==> src/rtl/seven_seg_scan_scheduler_pkg.sv <==
// -----------------------------------------------------------------------------
// seven_seg_scan_scheduler_pkg
// Shared types and constants for the four-digit seven-segment scan scheduler.
//   scan_state_t : scan FSM states (IDLE, BLANK, SHOW)
//   SEG_BLANK    : segment bus value with every segment and dp dark (active-low)
//   ANODE_OFF    : all digit enables off (active-low)
//   GLYPH_TABLE  : BCD code -> active-low segments a..g (bit 6 = a, bit 0 = g);
//                  codes 10-15 render blank
//   anode_for()  : active-low one-hot digit enable for a digit index
// -----------------------------------------------------------------------------
package seven_seg_scan_scheduler_pkg;

    typedef enum logic [1:0] {
        IDLE  = 2'd0,
        BLANK = 2'd1,
        SHOW  = 2'd2
    } scan_state_t;

    localparam logic [7:0] SEG_BLANK   = 8'hFF;
    localparam logic [3:0] ANODE_OFF   = 4'b1111;
    localparam logic [6:0] GLYPH_BLANK = 7'b1111111;

    localparam logic [6:0] GLYPH_TABLE [16] = '{
        7'b0000001,  // 0
        7'b1001111,  // 1
        7'b0010010,  // 2
        7'b0000110,  // 3
        7'b1001100,  // 4
        7'b0100100,  // 5
        7'b0100000,  // 6
        7'b0001111,  // 7
        7'b0000000,  // 8
        7'b0000100,  // 9
        GLYPH_BLANK, GLYPH_BLANK, GLYPH_BLANK,
        GLYPH_BLANK, GLYPH_BLANK, GLYPH_BLANK
    };

    function automatic logic [3:0] anode_for(input logic [1:0] idx);
        return ~(4'b0001 << idx);
    endfunction

endpackage

==> src/rtl/seven_seg_scan_scheduler_if.sv <==
// -----------------------------------------------------------------------------
// seven_seg_scan_scheduler_if
// Bundles the producer handshake and the display pins of the scan scheduler.
//   enable       : 1 = scan the display, 0 = dark / idle
//   load         : producer offers digits_in / dp_in
//   load_ready   : shadow register free; load taken when load && load_ready
//   digits_in    : four BCD nibbles, [3:0] = digit0 (rightmost)
//   dp_in        : decimal point per digit, 1 = lit
//   sevenSegment : active-low segments, [7:1] = a..g, [0] = dp
//   anode        : active-low digit enables, anode[i] -> digit i
//   frame_done   : one-cycle pulse in the last SHOW cycle of digit3
// master = producer / board side, slave = scheduler.
// -----------------------------------------------------------------------------
interface seven_seg_scan_scheduler_if;
    logic        enable;
    logic        load;
    logic        load_ready;
    logic [15:0] digits_in;
    logic [3:0]  dp_in;
    logic [7:0]  sevenSegment;
    logic [3:0]  anode;
    logic        frame_done;

    modport master (
        output enable, load, digits_in, dp_in,
        input  load_ready, sevenSegment, anode, frame_done
    );

    modport slave (
        input  enable, load, digits_in, dp_in,
        output load_ready, sevenSegment, anode, frame_done
    );
endinterface

==> src/rtl/seven_seg_scan_scheduler_decode.sv <==
// -----------------------------------------------------------------------------
// seven_seg_scan_scheduler_decode
// Combinational BCD to seven-segment decoder (active-low, a..g).
//   i_code : 4-bit code; 0-9 give digit glyphs, 10-15 give a blank digit
//   o_seg  : segments a..g, bit 6 = a
// -----------------------------------------------------------------------------
module seven_seg_scan_scheduler_decode
    import seven_seg_scan_scheduler_pkg::*;
(
    input  logic [3:0] i_code,
    output logic [6:0] o_seg
);

    assign o_seg = GLYPH_TABLE[i_code];

endmodule

==> src/rtl/seven_seg_scan_scheduler.sv <==
// -----------------------------------------------------------------------------
// seven_seg_scan_scheduler
// Time-multiplexes one shared segment bus across four digits. Each digit is
// preceded by BLANK_CYCLES with all anodes off (anti-ghosting) and then driven
// for REFRESH_DIV cycles. New values enter a shadow register and are copied to
// the displayed (active) register only at a frame boundary or while idle, so a
// frame never mixes old and new digits.
// Ports:
//   clk  : system clock
//   rst  : asynchronous, active-low reset
//   bus  : seven_seg_scan_scheduler_if.slave (handshake + display pins)
// Parameters:
//   REFRESH_DIV  : SHOW cycles per digit
//   BLANK_CYCLES : dark cycles before each digit, must be >= 1
// Build option:
//   LEADING_ZERO_BLANK_EN : when defined, a leading run of zero digits
//   (digit3, digit3..2, digit3..1) is blanked; digit0 always shows and decimal
//   points are still honoured.
// -----------------------------------------------------------------------------
module seven_seg_scan_scheduler
    import seven_seg_scan_scheduler_pkg::*;
#(
    parameter int REFRESH_DIV  = 50000,
    parameter int BLANK_CYCLES = 500
) (
    input  logic                     clk,
    input  logic                     rst,
    seven_seg_scan_scheduler_if.slave bus
);

    localparam logic [31:0] SHOW_LAST  = 32'(REFRESH_DIV - 1);
    localparam logic [31:0] BLANK_LAST = 32'(BLANK_CYCLES - 1);

    scan_state_t r_state;
    scan_state_t w_state_next;
    logic [31:0] r_cnt;
    logic [31:0] w_cnt_next;
    logic [1:0]  r_idx;
    logic [1:0]  w_idx_next;
    logic        w_frame_end;

    logic [15:0] r_shadow_digits;
    logic [3:0]  r_shadow_dp;
    logic        r_pending;
    logic [15:0] r_active_digits;
    logic [3:0]  r_active_dp;

    logic        w_load_accept;
    logic        w_transfer;

    logic [3:0]  r_anode;
    logic [7:0]  r_seg;
    logic [3:0]  w_anode_next;
    logic [7:0]  w_seg_next;
    logic [3:0]  w_lz_blank;
    logic [3:0]  w_code;
    logic [6:0]  w_glyph;

    // ---------------------------------------------------------------- FSM
    always_comb begin
        w_state_next = r_state;
        w_cnt_next   = r_cnt;
        w_idx_next   = r_idx;
        w_frame_end  = 1'b0;
        if (!bus.enable) begin
            // Dropping enable always restarts the next scan from digit0.
            w_state_next = IDLE;
            w_cnt_next   = '0;
            w_idx_next   = '0;
        end else begin
            case (r_state)
                IDLE: begin
                    w_state_next = BLANK;
                    w_cnt_next   = '0;
                    w_idx_next   = '0;
                end
                BLANK: begin
                    if (r_cnt == BLANK_LAST) begin
                        w_state_next = SHOW;
                        w_cnt_next   = '0;
                    end else begin
                        w_cnt_next = r_cnt + 32'd1;
                    end
                end
                SHOW: begin
                    if (r_cnt == SHOW_LAST) begin
                        w_state_next = BLANK;
                        w_cnt_next   = '0;
                        w_idx_next   = r_idx + 2'd1;
                        w_frame_end  = (r_idx == 2'd3);
                    end else begin
                        w_cnt_next = r_cnt + 32'd1;
                    end
                end
                default: begin
                    w_state_next = IDLE;
                    w_cnt_next   = '0;
                    w_idx_next   = '0;
                end
            endcase
        end
    end

    // ------------------------------------------------- handshake / transfer
    // A transfer only ever happens with pending set, and a load is only taken
    // with pending clear, so the two can never coincide.
    assign w_load_accept = bus.load && !r_pending;
    assign w_transfer    = r_pending && (w_frame_end || (r_state == IDLE));

    // ------------------------------------------------ leading-zero blanking
`ifdef LEADING_ZERO_BLANK_EN
    logic [3:1] w_nib_zero;
    genvar gi;
    generate
        for (gi = 1; gi < 4; gi++) begin : g_nib_zero
            assign w_nib_zero[gi] = (r_active_digits[gi*4 +: 4] == 4'd0);
        end
    endgenerate
    // Blank a digit only when it and every more-significant digit are zero.
    assign w_lz_blank = {w_nib_zero[3], &w_nib_zero[3:2], &w_nib_zero[3:1], 1'b0};
`else
    assign w_lz_blank = 4'b0000;
`endif

    // ------------------------------------------------------ output datapath
    // Outputs are computed from the next state/index so the registered pins
    // line up exactly with the state register.
    assign w_code = w_lz_blank[w_idx_next] ? 4'hF
                                           : r_active_digits[{w_idx_next, 2'b00} +: 4];

    seven_seg_scan_scheduler_decode u_decode (
        .i_code (w_code),
        .o_seg  (w_glyph)
    );

    assign w_seg_next   = (w_state_next == SHOW) ? {w_glyph, ~r_active_dp[w_idx_next]}
                                                 : SEG_BLANK;
    assign w_anode_next = (w_state_next == SHOW) ? anode_for(w_idx_next) : ANODE_OFF;

    // ------------------------------------------------------------ registers
    always_ff @(posedge clk or negedge rst) begin
        if (!rst) begin
            r_state         <= IDLE;
            r_cnt           <= '0;
            r_idx           <= '0;
            r_anode         <= ANODE_OFF;
            r_seg           <= SEG_BLANK;
            r_pending       <= 1'b0;
            r_shadow_digits <= 16'hFFFF;
            r_shadow_dp     <= 4'b0000;
            r_active_digits <= 16'hFFFF;
            r_active_dp     <= 4'b0000;
        end else begin
            r_state <= w_state_next;
            r_cnt   <= w_cnt_next;
            r_idx   <= w_idx_next;
            r_anode <= w_anode_next;
            r_seg   <= w_seg_next;

            if (w_load_accept) begin
                r_shadow_digits <= bus.digits_in;
                r_shadow_dp     <= bus.dp_in;
            end

            if (w_transfer) begin
                r_active_digits <= r_shadow_digits;
                r_active_dp     <= r_shadow_dp;
            end

            if (w_transfer) begin
                r_pending <= 1'b0;
            end else if (w_load_accept) begin
                r_pending <= 1'b1;
            end
        end
    end

    assign bus.load_ready   = ~r_pending;
    assign bus.frame_done   = w_frame_end;
    assign bus.anode        = r_anode;
    assign bus.sevenSegment = r_seg;

endmodule

==> src/flat_wrapper.sv <==
// flat-port wrapper written by rule: the top's interface ports become plain ports
module seven_seg_scan_scheduler_flat import seven_seg_scan_scheduler_pkg::*;
#(
    parameter int REFRESH_DIV  = 50000,
    parameter int BLANK_CYCLES = 500
)
  (clk, rst, bus_enable, bus_load, bus_digits_in, bus_dp_in, bus_load_ready, bus_sevenSegment, bus_anode, bus_frame_done);
  seven_seg_scan_scheduler_if bus_i ();
  input  logic clk;
  input  logic rst;
  input wire logic [$bits(bus_i.enable)-1:0] bus_enable;
  input wire logic [$bits(bus_i.load)-1:0] bus_load;
  input wire logic [$bits(bus_i.digits_in)-1:0] bus_digits_in;
  input wire logic [$bits(bus_i.dp_in)-1:0] bus_dp_in;
  output wire logic [$bits(bus_i.load_ready)-1:0] bus_load_ready;
  output wire logic [$bits(bus_i.sevenSegment)-1:0] bus_sevenSegment;
  output wire logic [$bits(bus_i.anode)-1:0] bus_anode;
  output wire logic [$bits(bus_i.frame_done)-1:0] bus_frame_done;
  assign bus_i.enable = bus_enable;
  assign bus_i.load = bus_load;
  assign bus_i.digits_in = bus_digits_in;
  assign bus_i.dp_in = bus_dp_in;
  assign bus_load_ready = bus_i.load_ready;
  assign bus_sevenSegment = bus_i.sevenSegment;
  assign bus_anode = bus_i.anode;
  assign bus_frame_done = bus_i.frame_done;
  seven_seg_scan_scheduler #(.REFRESH_DIV(REFRESH_DIV), .BLANK_CYCLES(BLANK_CYCLES)) u_core (.clk(clk), .rst(rst), .bus(bus_i));
endmodule
==> config.mk <==
export PLATFORM = sky130hd
export DESIGN_NAME = seven_seg_scan_scheduler_flat
export DESIGN_NICKNAME = d
export VERILOG_FILES = /design/src/rtl/seven_seg_scan_scheduler_pkg.sv /design/src/rtl/seven_seg_scan_scheduler_if.sv /design/src/rtl/seven_seg_scan_scheduler_decode.sv /design/src/rtl/seven_seg_scan_scheduler.sv /design/src/flat_wrapper.sv
export SDC_FILE = /design/constraint.sdc
export NUM_CORES = 1
export LEC_CHECK = 0
export ABC_AREA = 1
export CORE_MARGIN = 2
export CORE_UTILIZATION = 62
export CTS_CLUSTER_DIAMETER = 150
export DETAILED_ROUTE_END_ITERATION = 7
export PLACE_DENSITY = 0.85
export SETUP_SLACK_MARGIN = 0.1
export SKIP_LAST_GASP = 1
export SLEW_MARGIN = 30
export SYNTH_ARGS = -nofsm -noshare
export SYNTH_HDL_FRONTEND = slang
export SYNTH_SLANG_ARGS = --single-unit
==> constraint.sdc <==
create_clock -name clk -period 3.8 [get_ports clk]
set_clock_uncertainty 0.15 [all_clocks]
set_input_delay 0.57 -clock clk [delete_from_list [all_inputs] [get_ports clk]]
set_output_delay 0.57 -clock clk [all_outputs]
set_load 0.01 [all_outputs]
==> flow_summary_export.csv <==
group,metric,value,unit
status,outcome,"complete, no violations",
synthesis,synthesis.area_per_instance,8.53,um^2
critical_path,timing.reg2reg.worst_path_depth,19,
grt,antenna_found_initial,0,
finish,design.final.nets,593,
grt,grt_overflow,0,
critical_path,r2r_setup_slack,860,ps
clock_tree,cts-buffers-inserted,9,
synthesis,post_synth_and_or_nand_nor_area_fraction,0.260,
critical_path,critical_path.slowest_cell,"sky130_fd_sc_hd__clkdlybuf4s50_1",
synthesis,synth_compound_gate_area_share,0.0495,
clock_tree,cts_root_buffer,"sky130_fd_sc_hd__clkbuf_8",
clock_tree,post_cts_resized,0,
grt,number_of_global_route_vias_before_repair,3159,
critical_path,critical_path_required_time,3080,ps
sta,slew_limit_fails,0,
synthesis,synth-async-reset-ratio,1.00,
synthesis,synth-seq-area-share,0.519,
clock_tree,cts.sinks,89,
finish,syn2layout_area_growth,14.5,%
grt,grt_start_max_net_pins,90,
clock_tree,cts_max_path_buffers,2,
routing,drt_drc_violations_left,0,
sta,grt_setup_unrepaired,"false",
grt,grt_first_pass_wirelength,14200,um
place,detailedPlace.worstSlack,912,ps
sta,fin_crit,3110,ps
sta,fin_tns_setup,0,ps
critical_path,crit-reg2reg-launch,"u_core.r_cnt[0]",
critical_path,timing.setup.critical_path_class,"register to output port",
sta,finalHoldViolations,0,
synthesis,synthDistinctLibCells,34,
die,dieArea,7790,um^2
place,io_buffers,37,
die,vert_die_dim,88.2,um
grt,grt.total_usage,0.235,
clock_tree,holdBufCountCts,0,
synthesis,count_of_synthesis_stage_warnings_from_yosys,0,
synthesis,synthFlopType,"sky130_fd_sc_hd__dfrtp_1",
min_path,hold_class,"input pin to async pin",
critical_path,reg2reg_to,"u_core.bus.sevenSegment[4]",
routing,num_vias,3402,
sta,final_min_period_over_clock_period,0.818,
job,maximum_capacitance_violations,0,
die,floorplan.core_area,6830,um^2
critical_path,critical_path.max_fanout,4,
power_and_ir_drop,power.leakage,2.28,nW
routing,drtPass1Iterations,7,
die,row_count,30,
finish,drive_above_1_share,0.180,
synthesis,syn_area,4400,um^2
power_and_ir_drop,ir_drop,0.373,mV
critical_path,critical_path.cell_chain,"ha_1 -> nand3_1 -> inv_1 -> nand2_1 -> nor2_2 -> nand3_2 -> nor2_1 -> clkdlybuf4s50_1",
routing,avgRoutedWirePerCell,12.6,um
routing,drt_iter0_drc,198,
synthesis,post_synth_mux_area_share,0.0384,
die,floorplan.die.width,88.2,um
clock_tree,post_cts_buffers,0,
critical_path,worst_path_largest_cell_delay,560,ps
clock_tree,worst_skew_pair.late_latency,360,ps
die,io_pins,38,
power_and_ir_drop,finalPower,2.17,mW
place,place_congestion,0.843,
place,post_dp_cell_area,4860,um^2
synthesis,number_of_enable_type_register_cells_in_the_synthesized_netlist,0,
clock_tree,clock_tree_from_tritoncts,"done",
routing,route.detailed.vias_per_inst,5.17,
routing,antenna_left,0,
place,placed_cells_incl_taps,642,
clock_tree,cts_htree_levels,3,
sta,maxClockFrequency,0.322,GHz
synthesis,synthesis.nets,552,
finish,final_non_filler_cells,658,
synthesis,synth_fa_ha_area_frac,0.0341,
finish,diodes,0,
routing,totalWireLength,8310,um
sta,layout_setup_ws,692,ps
critical_path,setup.worst_path.end_class,"output port",
sta,timing.final.setup_violations,0,
place,dp_hpwl,5920,um
clock_tree,cts.reportedPaths.clkPinSlew,90,ps
finish,layout.cell_area.non_filler,5040,um^2
synthesis,synth_top_family_by_area,"simple AND/OR/NAND/NOR gates",
synthesis,synthXorXnorAreaFrac,0.0318,
sta,timing_worst_slew_pin_value,895,ps
finish,final.fill_count,508,
die,initial_utilization,0.644,
synthesis,ys_ff_latch,89,
critical_path,critPathLaunchType,"register",
sta,slew_headroom,0.402,
power_and_ir_drop,cellPowerDensity,432,nW/um^2
synthesis,synthCells,516,
critical_path,cp.arrival,2390,ps
cells in the mapped netlist, types with 2 or more instances:
| master | instances | share of area |
|---|---|---|
| sky130_fd_sc_hd__nor2_2 | 2 | 0.0028 |
| sky130_fd_sc_hd__nand3_2 | 2 | 0.0045 |
| sky130_fd_sc_hd__nor4_1 | 2 | 0.0028 |
| sky130_fd_sc_hd__dfrtp_1 | 45 | 0.26 |
| sky130_fd_sc_hd__inv_2 | 6 | 0.0051 |
| sky130_fd_sc_hd__clkbuf_1 | 4 | 0.0034 |
| sky130_fd_sc_hd__dfstp_2 | 44 | 0.26 |
| sky130_fd_sc_hd__buf_1 | 2 | 0.0017 |
| sky130_fd_sc_hd__nor3_1 | 10 | 0.011 |
| sky130_fd_sc_hd__nand2_2 | 7 | 0.010 |
| sky130_fd_sc_hd__xnor2_1 | 2 | 0.0040 |
| sky130_fd_sc_hd__a21oi_4 | 2 | 0.0074 |
| sky130_fd_sc_hd__a21oi_1 | 15 | 0.017 |
| sky130_fd_sc_hd__nand3_1 | 22 | 0.025 |
| sky130_fd_sc_hd__inv_1 | 62 | 0.053 |
| sky130_fd_sc_hd__o21ai_0 | 17 | 0.019 |
| sky130_fd_sc_hd__mux2_2 | 15 | 0.038 |
| sky130_fd_sc_hd__nand2_1 | 153 | 0.13 |
| sky130_fd_sc_hd__ha_1 | 12 | 0.034 |
| sky130_fd_sc_hd__xor2_1 | 14 | 0.028 |
| sky130_fd_sc_hd__nand4_1 | 10 | 0.014 |
| sky130_fd_sc_hd__nor2_1 | 56 | 0.048 |
placed cells by master (no fill, tap or decap), types with 3 or more instances in the layout:
cell / n
sky130_fd_sc_hd__a21oi_1: 15
sky130_fd_sc_hd__clkbuf_8: 9
sky130_fd_sc_hd__clkdlybuf4s50_1: 36
sky130_fd_sc_hd__clkinv_2: 3
sky130_fd_sc_hd__dfrtp_1: 45
sky130_fd_sc_hd__dfstp_2: 44
sky130_fd_sc_hd__ha_1: 12
sky130_fd_sc_hd__inv_1: 62
sky130_fd_sc_hd__inv_2: 6
sky130_fd_sc_hd__mux2_2: 15
sky130_fd_sc_hd__nand2_1: 153
sky130_fd_sc_hd__nand2_2: 7
sky130_fd_sc_hd__nand3_1: 22
sky130_fd_sc_hd__nand4_1: 10
sky130_fd_sc_hd__nor2_1: 56
sky130_fd_sc_hd__nor3_1: 10
sky130_fd_sc_hd__o21ai_0: 17
sky130_fd_sc_hd__xor2_1: 14
worst max-delay path, delay by kind of cell (launching register included):
kind | cells | cell delay (ps)
DFF | 1 | 380
buffers and inverters | 2 | 670
adders and majority gates | 1 | 230
and+or+nand+nor | 5 | 750
layout make-up:
type                            count  area [um^2]  share of cell area
Sequential cell                    89         2280               0.453
Multi-Input combinational cell    350         1820               0.361
Timing Repair Buffer               38          379              0.0752
Inverter                           69          260              0.0517
Clock buffer                        9          124              0.0246
Tap cell                           96          120              0.0238
Clock inverter                      7         53.8              0.0107
power by group:
part / leakage [nW] / internal, mW / switching, mW / total, mW
sequential: 1.07 / 1.14 / 0.0668 / 1.20
clock: 0.0958 / 0.245 / 0.349 / 0.593
combinational: 1.12 / 0.154 / 0.225 / 0.379
through the flow:
step | hold slack, ps | util
finish | 101 | 0.738
detailed placement | 306 | 0.712
floorplan | 124 | -
global placement | 295 | 0.711
global route | 163 | 0.738
CTS | 138 | 0.738
cells by family (layout without fill, tap and decap cells):
| logic type | count (synthesis) | count (layout) |
|---|---|---|
| and+or+nand+nor | 270 | 270 |
| muxes | 15 | 15 |
| adders and majority gates | 12 | 12 |
| AOI/OAI and AO/OA | 37 | 37 |
| buffers and inverters | 77 | 123 |
| DFF | 89 | 89 |
| xor gates and xnor gates | 16 | 16 |
layer usage:
metal / vias up / wire length (um) / track usage
met5: - / 0 / 0
met3: 10 / 456 / 0.0513
met1: 1595 / 3860 / 0.327
li1: 1691 / - / -
met4: 0 / 103 / 0.0661
met2: 106 / 3890 / 0.377
sequential cells by signal (all words and copies together) (netlist names):
name / cells
u_core.bus.anode: 4
u_core.r_active_digits: 16
u_core.r_cnt: 32
u_core.r_shadow_dp: 4
u_core.r_state: 2
u_core.r_idx: 2
u_core.bus.sevenSegment: 8
u_core.r_pending: 1
u_core.r_active_dp: 4
u_core.r_shadow_digits: 16
worst max-delay path by stage:
stage	from	end	slack [ps]	cells after the start
after floorplan	u_core.r_cnt[0]	u_core.bus.sevenSegment[4]	1260	18
after global placement	bus_enable	u_core.bus.sevenSegment[4]	1020	15
after detailed placement	bus_enable	u_core.bus.sevenSegment[4]	910	15
after CTS	u_core.r_cnt[0]	bus_frame_done	720	8
after global routing	u_core.r_cnt[0]	u_core.bus.sevenSegment[4]	560	19
final	u_core.r_cnt[0]	bus_frame_done	690	8
(Power assumes the default switching activity.)
